## src/rtl/multi_seg_scan_driver.sv

```systemverilog
// multi_seg_scan_driver
// Time-multiplexed driver for NUM_DIGITS common-cathode 7-segment digits on a
// shared segment bus. BCD digits and decimal points are captured into a shadow
// register on 'load'. Digits are scanned round-robin, one slot of SCAN_DIV
// cycles each. digit_sel is held low for the first BLANK_CYCLES of every slot
// so the previous digit's segments never ghost onto the next digit.
// Optional feature: define SEG_BLINK_EN to add the blink_mask port and the
// frame-based blink phase (BLINK_DIV frames per half-period).
module multi_seg_scan_driver #(
  parameter int NUM_DIGITS   = 4,
  parameter int SCAN_DIV     = 1000,
  parameter int BLANK_CYCLES = 1,
  parameter int BLINK_DIV    = 64
) (
  input  logic                    clk,
  input  logic                    rst_n,
  input  logic                    load,
  input  logic [4*NUM_DIGITS-1:0] bcd_in,
  input  logic [NUM_DIGITS-1:0]   dp_in,
  input  logic                    lz_blank,
`ifdef SEG_BLINK_EN
  input  logic [NUM_DIGITS-1:0]   blink_mask,
`endif
  output logic [6:0]              seg_out,
  output logic                    dp_out,
  output logic [NUM_DIGITS-1:0]   digit_sel,
  output logic                    frame_tick
);

  localparam int DIV_W = (SCAN_DIV > 1) ? $clog2(SCAN_DIV) : 1;
  localparam int IDX_W = (NUM_DIGITS > 1) ? $clog2(NUM_DIGITS) : 1;

  // BCD to {a,b,c,d,e,f,g}; codes 10-15 are dark.
  function automatic logic [6:0] seg_decode(input logic [3:0] code);
    logic [6:0] seg;
    case (code)
      4'd0:    seg = 7'b1111110;
      4'd1:    seg = 7'b0110000;
      4'd2:    seg = 7'b1101101;
      4'd3:    seg = 7'b1111001;
      4'd4:    seg = 7'b0110011;
      4'd5:    seg = 7'b1011011;
      4'd6:    seg = 7'b1011111;
      4'd7:    seg = 7'b1110000;
      4'd8:    seg = 7'b1111111;
      4'd9:    seg = 7'b1111011;
      default: seg = 7'b0000000;
    endcase
    return seg;
  endfunction

  logic [DIV_W-1:0]        div_cnt_r;
  logic [IDX_W-1:0]        digit_idx_r;
  logic [4*NUM_DIGITS-1:0] shadow_r;
  logic [NUM_DIGITS-1:0]   shadow_dp_r;
  logic [6:0]              seg_r;
  logic                    dp_r;
  logic [NUM_DIGITS-1:0]   digit_sel_r;
  logic                    frame_tick_r;

  logic                    slot_end_s;
  logic                    frame_end_s;
  logic                    blank_s;
  logic                    hide_s;
  logic                    seen_nz_s;
  logic [NUM_DIGITS-1:0]   lz_mask_s;
  logic [NUM_DIGITS-1:0]   onehot_s;
  logic [3:0]              cur_code_s;
  logic                    cur_dp_s;
  logic                    cur_lz_s;

  assign slot_end_s  = (div_cnt_r == DIV_W'(SCAN_DIV - 1));
  assign frame_end_s = slot_end_s && (digit_idx_r == IDX_W'(NUM_DIGITS - 1));
  assign blank_s     = (div_cnt_r < DIV_W'(BLANK_CYCLES));

  // Slot prescaler and digit index; the index wraps after the last digit.
  always_ff @(posedge clk or negedge rst_n) begin
    if (!rst_n) begin
      div_cnt_r   <= '0;
      digit_idx_r <= '0;
    end else if (slot_end_s) begin
      div_cnt_r <= '0;
      if (digit_idx_r == IDX_W'(NUM_DIGITS - 1)) begin
        digit_idx_r <= '0;
      end else begin
        digit_idx_r <= digit_idx_r + IDX_W'(1);
      end
    end else begin
      div_cnt_r <= div_cnt_r + DIV_W'(1);
    end
  end

  // Shadow capture of digits and decimal points; independent of the scan.
  always_ff @(posedge clk or negedge rst_n) begin
    if (!rst_n) begin
      shadow_r    <= '0;
      shadow_dp_r <= '0;
    end else if (load) begin
      shadow_r    <= bcd_in;
      shadow_dp_r <= dp_in;
    end else begin
      shadow_r    <= shadow_r;
      shadow_dp_r <= shadow_dp_r;
    end
  end

  // Leading-zero mask: walk down from the top digit until a non-zero code.
  // Codes 10-15 count as non-zero; digit 0 is always shown.
  always_comb begin
    seen_nz_s = 1'b0;
    lz_mask_s = '0;
    for (int i = NUM_DIGITS - 1; i >= 0; i--) begin
      seen_nz_s    = seen_nz_s | (shadow_r[4*i +: 4] != 4'd0);
      lz_mask_s[i] = lz_blank & ~seen_nz_s & (i != 0);
    end
  end

  // Select the current digit's code, dp, blank flag and one-hot enable.
  always_comb begin
    cur_code_s = 4'd0;
    cur_dp_s   = 1'b0;
    cur_lz_s   = 1'b0;
    onehot_s   = '0;
    for (int i = 0; i < NUM_DIGITS; i++) begin
      if (digit_idx_r == IDX_W'(i)) begin
        cur_code_s  = shadow_r[4*i +: 4];
        cur_dp_s    = shadow_dp_r[i];
        cur_lz_s    = lz_mask_s[i];
        onehot_s[i] = 1'b1;
      end else begin
        onehot_s[i] = 1'b0;
      end
    end
  end

`ifdef SEG_BLINK_EN
  localparam int FC_W = (BLINK_DIV > 1) ? $clog2(BLINK_DIV) : 1;

  logic [FC_W-1:0] frame_cnt_r;
  logic            blink_phase_r;

  // Frame counter; blink phase flips after every BLINK_DIV completed frames.
  always_ff @(posedge clk or negedge rst_n) begin
    if (!rst_n) begin
      frame_cnt_r   <= '0;
      blink_phase_r <= 1'b0;
    end else if (frame_end_s) begin
      if (frame_cnt_r == FC_W'(BLINK_DIV - 1)) begin
        frame_cnt_r   <= '0;
        blink_phase_r <= ~blink_phase_r;
      end else begin
        frame_cnt_r   <= frame_cnt_r + FC_W'(1);
        blink_phase_r <= blink_phase_r;
      end
    end else begin
      frame_cnt_r   <= frame_cnt_r;
      blink_phase_r <= blink_phase_r;
    end
  end

  assign hide_s = blink_phase_r & (|(blink_mask & onehot_s));
`else
  assign hide_s = 1'b0;
`endif

  // Registered display outputs, one cycle behind the scan state.
  // Segments are not gated by the blank interval; only digit_sel is.
  always_ff @(posedge clk or negedge rst_n) begin
    if (!rst_n) begin
      seg_r        <= 7'b0000000;
      dp_r         <= 1'b0;
      digit_sel_r  <= '0;
      frame_tick_r <= 1'b0;
    end else begin
      frame_tick_r <= frame_end_s;
      if (hide_s) begin
        seg_r       <= 7'b0000000;
        dp_r        <= 1'b0;
        digit_sel_r <= '0;
      end else begin
        seg_r       <= cur_lz_s ? 7'b0000000 : seg_decode(cur_code_s);
        dp_r        <= cur_dp_s;
        digit_sel_r <= blank_s ? '0 : onehot_s;
      end
    end
  end

  assign seg_out    = seg_r;
  assign dp_out     = dp_r;
  assign digit_sel  = digit_sel_r;
  assign frame_tick = frame_tick_r;

endmodule

```

## config.mk

```make
export PLATFORM = sky130hd
export DESIGN_NAME = multi_seg_scan_driver
export DESIGN_NICKNAME = d
export VERILOG_FILES = /design/src/rtl/multi_seg_scan_driver.sv
export SDC_FILE = /design/constraint.sdc
export NUM_CORES = 1
export LEC_CHECK = 0
export ABC_CLOCK_PERIOD_IN_PS = 4200
export CAP_MARGIN = 15
export CORE_MARGIN = 2
export CORE_UTILIZATION = 33
export DETAILED_ROUTE_END_ITERATION = 10
export HOLD_SLACK_MARGIN = 0.12
export SYNTH_ARGS = -nofsm -noshare
export SYNTH_HDL_FRONTEND = slang
export SYNTH_SLANG_ARGS = --single-unit
```

## constraint.sdc

```tcl
create_clock -name clk -period 4.2 [get_ports clk]
set_clock_uncertainty 0.15 [all_clocks]
set_input_delay 0.42 -clock clk [delete_from_list [all_inputs] [get_ports clk]]
set_output_delay 0.42 -clock clk [all_outputs]
set_load 0.02 [all_outputs]
```

==> impl_metrics.tcl, run 1 <==
set metrics [dict create \
    antenna_found_initial 0 \
    r2r_start "digit_idx_r[0]$_DFFE_PN0N_" \
    grt_start_max_net_pins 46 \
    root_buffer "clkbuf_8" \
    yosysMostFrequentCell "dfrtp_1" \
    critical_path_buf_inv_count 2 \
    antenna_left 0 \
    die_height_um 83.4 \
    initial_core_util 0.347 \
    p_per_area_nw_per_um2 348 \
    drt_wl_total_um 3800 \
    via_per_inst 4.79 \
    setup-violations-final 0 \
    grt_pass1_vias 1396 \
    worst_skew_pair.late_latency_ps 290 \
    std_cell_rows 28 \
    worst_slew_margin_rel 0.352 \
    drc 0 \
    leakagePower_nw 1.10 \
    ys.warnings.count 0 \
    finalCritPeriodShare 0.600 \
    portBuffers 36 \
    hold_ws_ps 126 \
    nFillCells 574 \
    clk_pin_slew_ps 80 \
    worst_ep_arrival_time_ps 2580 \
    crit_fanout 8 \
    ir_drop_v 0.000232 \
    crit_family "adder cells" \
    postPlaceCellArea_sq_um 2520 \
    area_delta_synth_final_pct 25.9 \
    drv_slew 0 \
    final_cell_area_sq_um 2620 \
    synth_area_sq_um 2080 \
    cp_slowest_cell "dfrtp_1" \
    layout.nets 248 \
    die_area_sq_um 6960 \
    crit_path_start_kind "flop" \
    critPathKind "flop to flop" \
    syn_inst 173 \
    fin_tns_setup_ps 0 \
    reg2reg_depth 9 \
    track_usage 0.119 \
    cts_tree "built" \
    cp-end-kind "flop" \
    r2r_end "seg_out[3]$_DFF_PN0_" \
    overflow 0 \
    hold_viol 0 \
    numCtsBuffers 5 \
    synth_area_leaders "dfrtp_1 (54%), mux2_2 (12%), ha_1 (6.6%)" \
    drt-wirelength-per-cell_um 13.2 \
    cts_setup_buffers 0 \
    cts_buffer_depth 2 \
    grt_pass1_wl_um 6620 \
    rsz0062_at_grt "no" \
    drt_iter0_drc 44 \
    hold_class "input pin to asynchronous set/reset pin" \
    path_cells "inv_1, ha_1, or2_4, a221o_1, o221ai_2, inv_1, ha_1, mux2_2, o21ai_0" \
    synth_enable_flop_cells 0 \
    numClockSinks 45 \
    synth_top_cell_by_area "dfrtp_1" \
    final_core_util 0.437 \
    place_congestion 0.748 \
    cts_resized 0 \
    outcome "finished, final reports clean" \
    ys_types 37 \
    drive_gt1_frac 0.173 \
    cap_violations 0 \
    cts_hold_buf 0 \
    r2r_slack_ps 1680 \
    postSynthAreaPerCell_sq_um 12.0 \
    worstPathRequired_ps 4270 \
    dpl.hpwl_um 2780 \
    htree_levels 2 \
    ys_seq_elements 45 \
    ys.flop_type "dfrtp_1" \
    slowest_delay_ps 380 \
    mappedNetlistNets 208 \
    yosysSeqAreaShare 0.541 \
    core-area_sq_um 5990 \
    worst_pin_slew_ps 972 \
    antenna_cells 0 \
    fp.dieW_um 83.4 \
    period_minus_slack_ps 2520 \
    drt-pass1-iter-count 4 \
    num_vias 1384 \
    synthTopCellsByCount "dfrtp_1 (45), mux2_2 (22), nor2_1 (15)" \
    synth-async-reset-ratio 1.00 \
    max_freq_mhz 397 \
    io_pins 37 \
    cp.depth 9 \
    synth_top_cell_area_share 0.541 \
]
-- worst max-delay path by stage --
stage / startpoint / end / slack, ps
detailed placement: digit_idx_r[0]$_DFFE_PN0N_ / seg_out[3]$_DFF_PN0_ / 1690
finish: digit_idx_r[0]$_DFFE_PN0N_ / seg_out[3]$_DFF_PN0_ / 1680
CTS: digit_idx_r[0]$_DFFE_PN0N_ / seg_out[3]$_DFF_PN0_ / 1660
global route: digit_idx_r[0]$_DFFE_PN0N_ / seg_out[3]$_DFF_PN0_ / 1510
global placement: digit_idx_r[0]$_DFFE_PN0N_ / seg_out[3]$_DFF_PN0_ / 1750
floorplan: digit_idx_r[0]$_DFFE_PN0N_ / seg_out[3]$_DFF_PN0_ / 1860
-- cell usage in the layout, fill, tap and decap left out, types with 2 or more instances in the layout --
master	count
mux2i_1	3
dfrtp_1	45
nand3_1	4
a21oi_1	2
xor2_1	3
o41ai_1	2
and2_1	5
nor4_1	4
o21ai_0	9
inv_1	9
nor2b_1	2
nand2b_1	2
xnor2_1	2
nand2_1	7
o221ai_1	2
nor2_1	15
clkdlybuf4s50_1	35
mux2_2	22
a31oi_1	2
a221o_1	3
ha_1	11
clkbuf_8	7
-- cell type report --
| type | count | area (sq um) | area share |
|---|---|---|---|
| flip-flops and latches | 45 | 1130 | 0.430 |
| inverters | 9 | 33.8 | 0.0129 |
| clock buffers | 7 | 96.3 | 0.0368 |
| repair buffers | 36 | 355 | 0.136 |
| clock inverters | 1 | 5.00 | 0.00191 |
| multi-input cells | 116 | 910 | 0.347 |
| well taps | 75 | 93.8 | 0.0358 |
-- power breakdown --
| group | total, W | switching [W] | internal (W) | leakage [nW] |
|---|---|---|---|---|
| Sequential | 0.000483 | 0.0000186 | 0.000464 | 0.548 |
| Combinational | 0.000142 | 0.0000634 | 0.0000785 | 0.499 |
| Clock | 0.000288 | 0.000139 | 0.000149 | 0.0542 |
-- worst register-to-register path: cells and delay by family (launching register included) --
kind            cells  cell delay [ps]
flops               1              380
simple gates        1              280
fa+ha+maj           2              590
buf+inv             2              210
mux                 1              260
compound gates      3              570
-- metal layers --
metal	wire length (um)	GRT usage
met5	0	0
met4	63	0.0492
met3	171	0.0298
met2	1760	0.192
met1	1810	0.152
-- flip-flops by register name, summed over array words and instances (netlist names) --
register and count:
digit_idx_r 2, digit_sel 4, div_cnt_r 10, dp_out 1, frame_tick 1, seg_out 7
shadow_dp_r 4, shadow_r 16
-- cells by family after synthesis --
group           count (synthesis)  share of synthesized area
simple gates                   46                      0.115
flops                          45                      0.541
compound gates                 29                      0.102
mux                            25                      0.133
buf+inv                        12                     0.0216
fa+ha+maj                      11                     0.0661
xor+xnor                        5                     0.0211
-- through the flow --
stage	power, W	instances	worst slack [ps]
6_report	0.000913	289	1680
5_1_grt	0.000962	289	1510
4_1_cts	0.000926	289	1660
3_5_place_dp	0.000635	281	1690
3_3_place_gp	0.000635	281	1750
2_1_floorplan	0.000565	173	1860
Power figures use the tool's default switching activity.
==> run 2: changes to the inputs <==
--- a/config.mk
+++ b/config.mk
@@ -5,7 +5,7 @@
 export SDC_FILE = /design/constraint.sdc
 export NUM_CORES = 1
 export LEC_CHECK = 0
-export ABC_CLOCK_PERIOD_IN_PS = 4200
+export ABC_CLOCK_PERIOD_IN_PS = 2230
 export CAP_MARGIN = 15
 export CORE_MARGIN = 2
 export CORE_UTILIZATION = 33
==> constraint.sdc (replaced) <==
create_clock -name clk -period 2.23 [get_ports clk]
set_clock_uncertainty 0.15 [all_clocks]
set_input_delay 0.223 -clock clk [delete_from_list [all_inputs] [get_ports clk]]
set_output_delay 0.223 -clock clk [all_outputs]
set_load 0.02 [all_outputs]
==> run 2 against run 1 <==
Compared with the run above: via count grew 5.8%; combinational power grew 120%; hold slack improved by 130 ps; clock power rose by 68%; first-iteration DRC count up 93%; final cell count increased by 6.2%; utilization up 4.4 points; flip-flop and latch count unchanged; register-to-register slack got worse by 1700 ps; fmax is 14% higher; design area rose by 10%; critical path type unchanged.
==> impl_metrics.tcl, run 2 (synthesis results as in run 1) <==
set metrics [dict create \
    top_register "shadow_r" \
    largest_reg_flops 16 \
    antenna_cells 0 \
    critPathKind "flop to flop" \
    outcome "finished, final reports clean" \
    num_vias 1464 \
    worst_ep_arrival_time_ps 2290 \
    p_per_area_nw_per_um2 594 \
    overflow 0 \
    slowest_delay_ps 440 \
    dp_slack_ps -50.6 \
    nFillCells 558 \
    drt_iter0_drc 85 \
    dpl.hpwl_um 3020 \
    critical_path_buf_inv_count 2 \
    numClockSinks 45 \
    std_cell_rows 28 \
    worst_skew_pair.late_latency_ps 290 \
    rsz0062_at_grt "yes" \
    hold_class "input pin to asynchronous set/reset pin" \
    root_buffer "clkbuf_8" \
    die_area_sq_um 6960 \
    cts_buffer_depth 2 \
    hold_viol 0 \
    drc 0 \
    setup-violations-final 0 \
    drt-pass1-iter-count 4 \
    drive_gt1_frac 0.284 \
    cts_tree "built" \
    dp.cells 295 \
    portBuffers 36 \
    layout_setup_ws_ps 12.8 \
    numCtsBuffers 5 \
    clk_pin_slew_ps 80 \
    ir_drop_v 0.000293 \
    grt_pass1_vias 1430 \
    period_minus_slack_ps 2220 \
    grt_start_max_net_pins 27 \
    io_pins 37 \
    cap_violations 0 \
    crit_fanout 7 \
    mostFrequentLayoutCells "dfrtp_1 (44), clkdlybuf4s50_1 (35), mux2_2 (21)" \
    drt_wl_total_um 4050 \
    die_height_um 83.4 \
    via_per_inst 4.77 \
    worst_pin_slew_ps 461 \
    track_usage 0.121 \
    cp_slowest_cell "dfrtp_1" \
    finalCritPeriodShare 0.994 \
    worst_slew_margin_rel 0.690 \
    antenna_found_initial 0 \
    final_cells 307 \
    crit_path_start_kind "flop" \
    area_delta_synth_final_pct 38.5 \
    cp-end-kind "flop" \
    antenna_left 0 \
    worstPathRequired_ps 2300 \
    layout.nets 266 \
    crit_family "simple AND/OR/NAND/NOR gates" \
    drt-wirelength-per-cell_um 13.2 \
    core-area_sq_um 5990 \
    htree_levels 2 \
    final_common_cell "dfrtp_1" \
    fp.dieW_um 83.4 \
    drv_slew 0 \
    path_cells "inv_2, ha_4, or2_4, a221o_1, o221ai_4, buf_6, or3b_4, a21oi_2" \
    max_freq_mhz 451 \
    initial_core_util 0.347 \
    leakagePower_nw 1.19 \
    grt_pass1_wl_um 6730 \
    place_congestion 0.799 \
]
## run 2: final cells by class
type                       count  area, sq um  share of cell area
inverter                       9         36.3              0.0126
timing repair buffer          54          513               0.178
clock inverter                 1         7.51             0.00261
sequential                    45         1130               0.391
tap                           75         93.8              0.0326
clock buffer                   7         76.3              0.0265
multi-input combinational    116         1030               0.356
## run 2: worst register-to-register path, delay by kind of cell (launching register included)
family	cells	cell delay (ps)
compound gates	3	500
fa+ha+maj	1	160
buf+inv	2	250
flops	1	440
simple gates	2	650
## run 2: through the flow
step	utilization	hold slack (ps)	instance area (sq um)	TNS [ps]	power [W]
final	0.481	260	2880	0	0.00171
after global routing	0.481	284	2880	-328	0.00181
after CTS	0.469	272	2810	0	0.00172
after detailed placement	0.445	62.7	2670	-97.2	0.00122
after global placement	0.445	62.0	2670	0	0.00122
after floorplan	-	-223	2110	0	0.00107
## run 2: path summary, 6_finish.rpt
kind	start	endpoint	slack [ps]	depth (start not counted)
setup / recovery	digit_idx_r[0]$_DFFE_PN0N_	seg_out[4]$_DFF_PN0_	10	8
hold / removal	rst_n	shadow_r[0]$_DFFE_PN0P_	260	2
setup reg to reg	digit_idx_r[0]$_DFFE_PN0N_	seg_out[4]$_DFF_PN0_	10	8
hold reg to reg	shadow_dp_r[3]$_DFFE_PN0P_	dp_out$_DFF_PN0_	340	2
max in group asynchronous	rst_n	digit_idx_r[1]$_DFFE_PN0N_	1170	3
min in group clk	shadow_dp_r[3]$_DFFE_PN0P_	dp_out$_DFF_PN0_	340	2
## run 2: per-layer routing
| metal | up-vias | track usage | wire length (um) |
|---|---|---|---|
| met5 | - | 0 | 0 |
| met1 | 694 | 0.158 | 1860 |
| met2 | 34 | 0.191 | 1950 |
| met4 | 0 | 0.0447 | 55 |
| met3 | 6 | 0.0358 | 178 |
| li1 | 730 | - | - |
## run 2: repair_timing
| item | 4_1_cts | 5_1_grt |
|---|---|---|
| setup endpoints to repair | 2 | 6 |
| pin swaps | 1 | 4 |
| hold endpoints to repair | 45 | 0 |
| hold buffers | 1 | 0 |
| gates resized for setup | 7 | 13 |
| buffers inserted | 1 | 2 |
## run 2: power breakdown
group / leakage (nW) / internal (W) / switching [W] / total [W]
combinational: 0.609 / 0.000179 / 0.000133 / 0.000312
sequential: 0.546 / 0.000875 / 0.0000395 / 0.000914
clock: 0.0385 / 0.000222 / 0.000263 / 0.000485
total: 1.19 / 0.00128 / 0.000435 / 0.00171
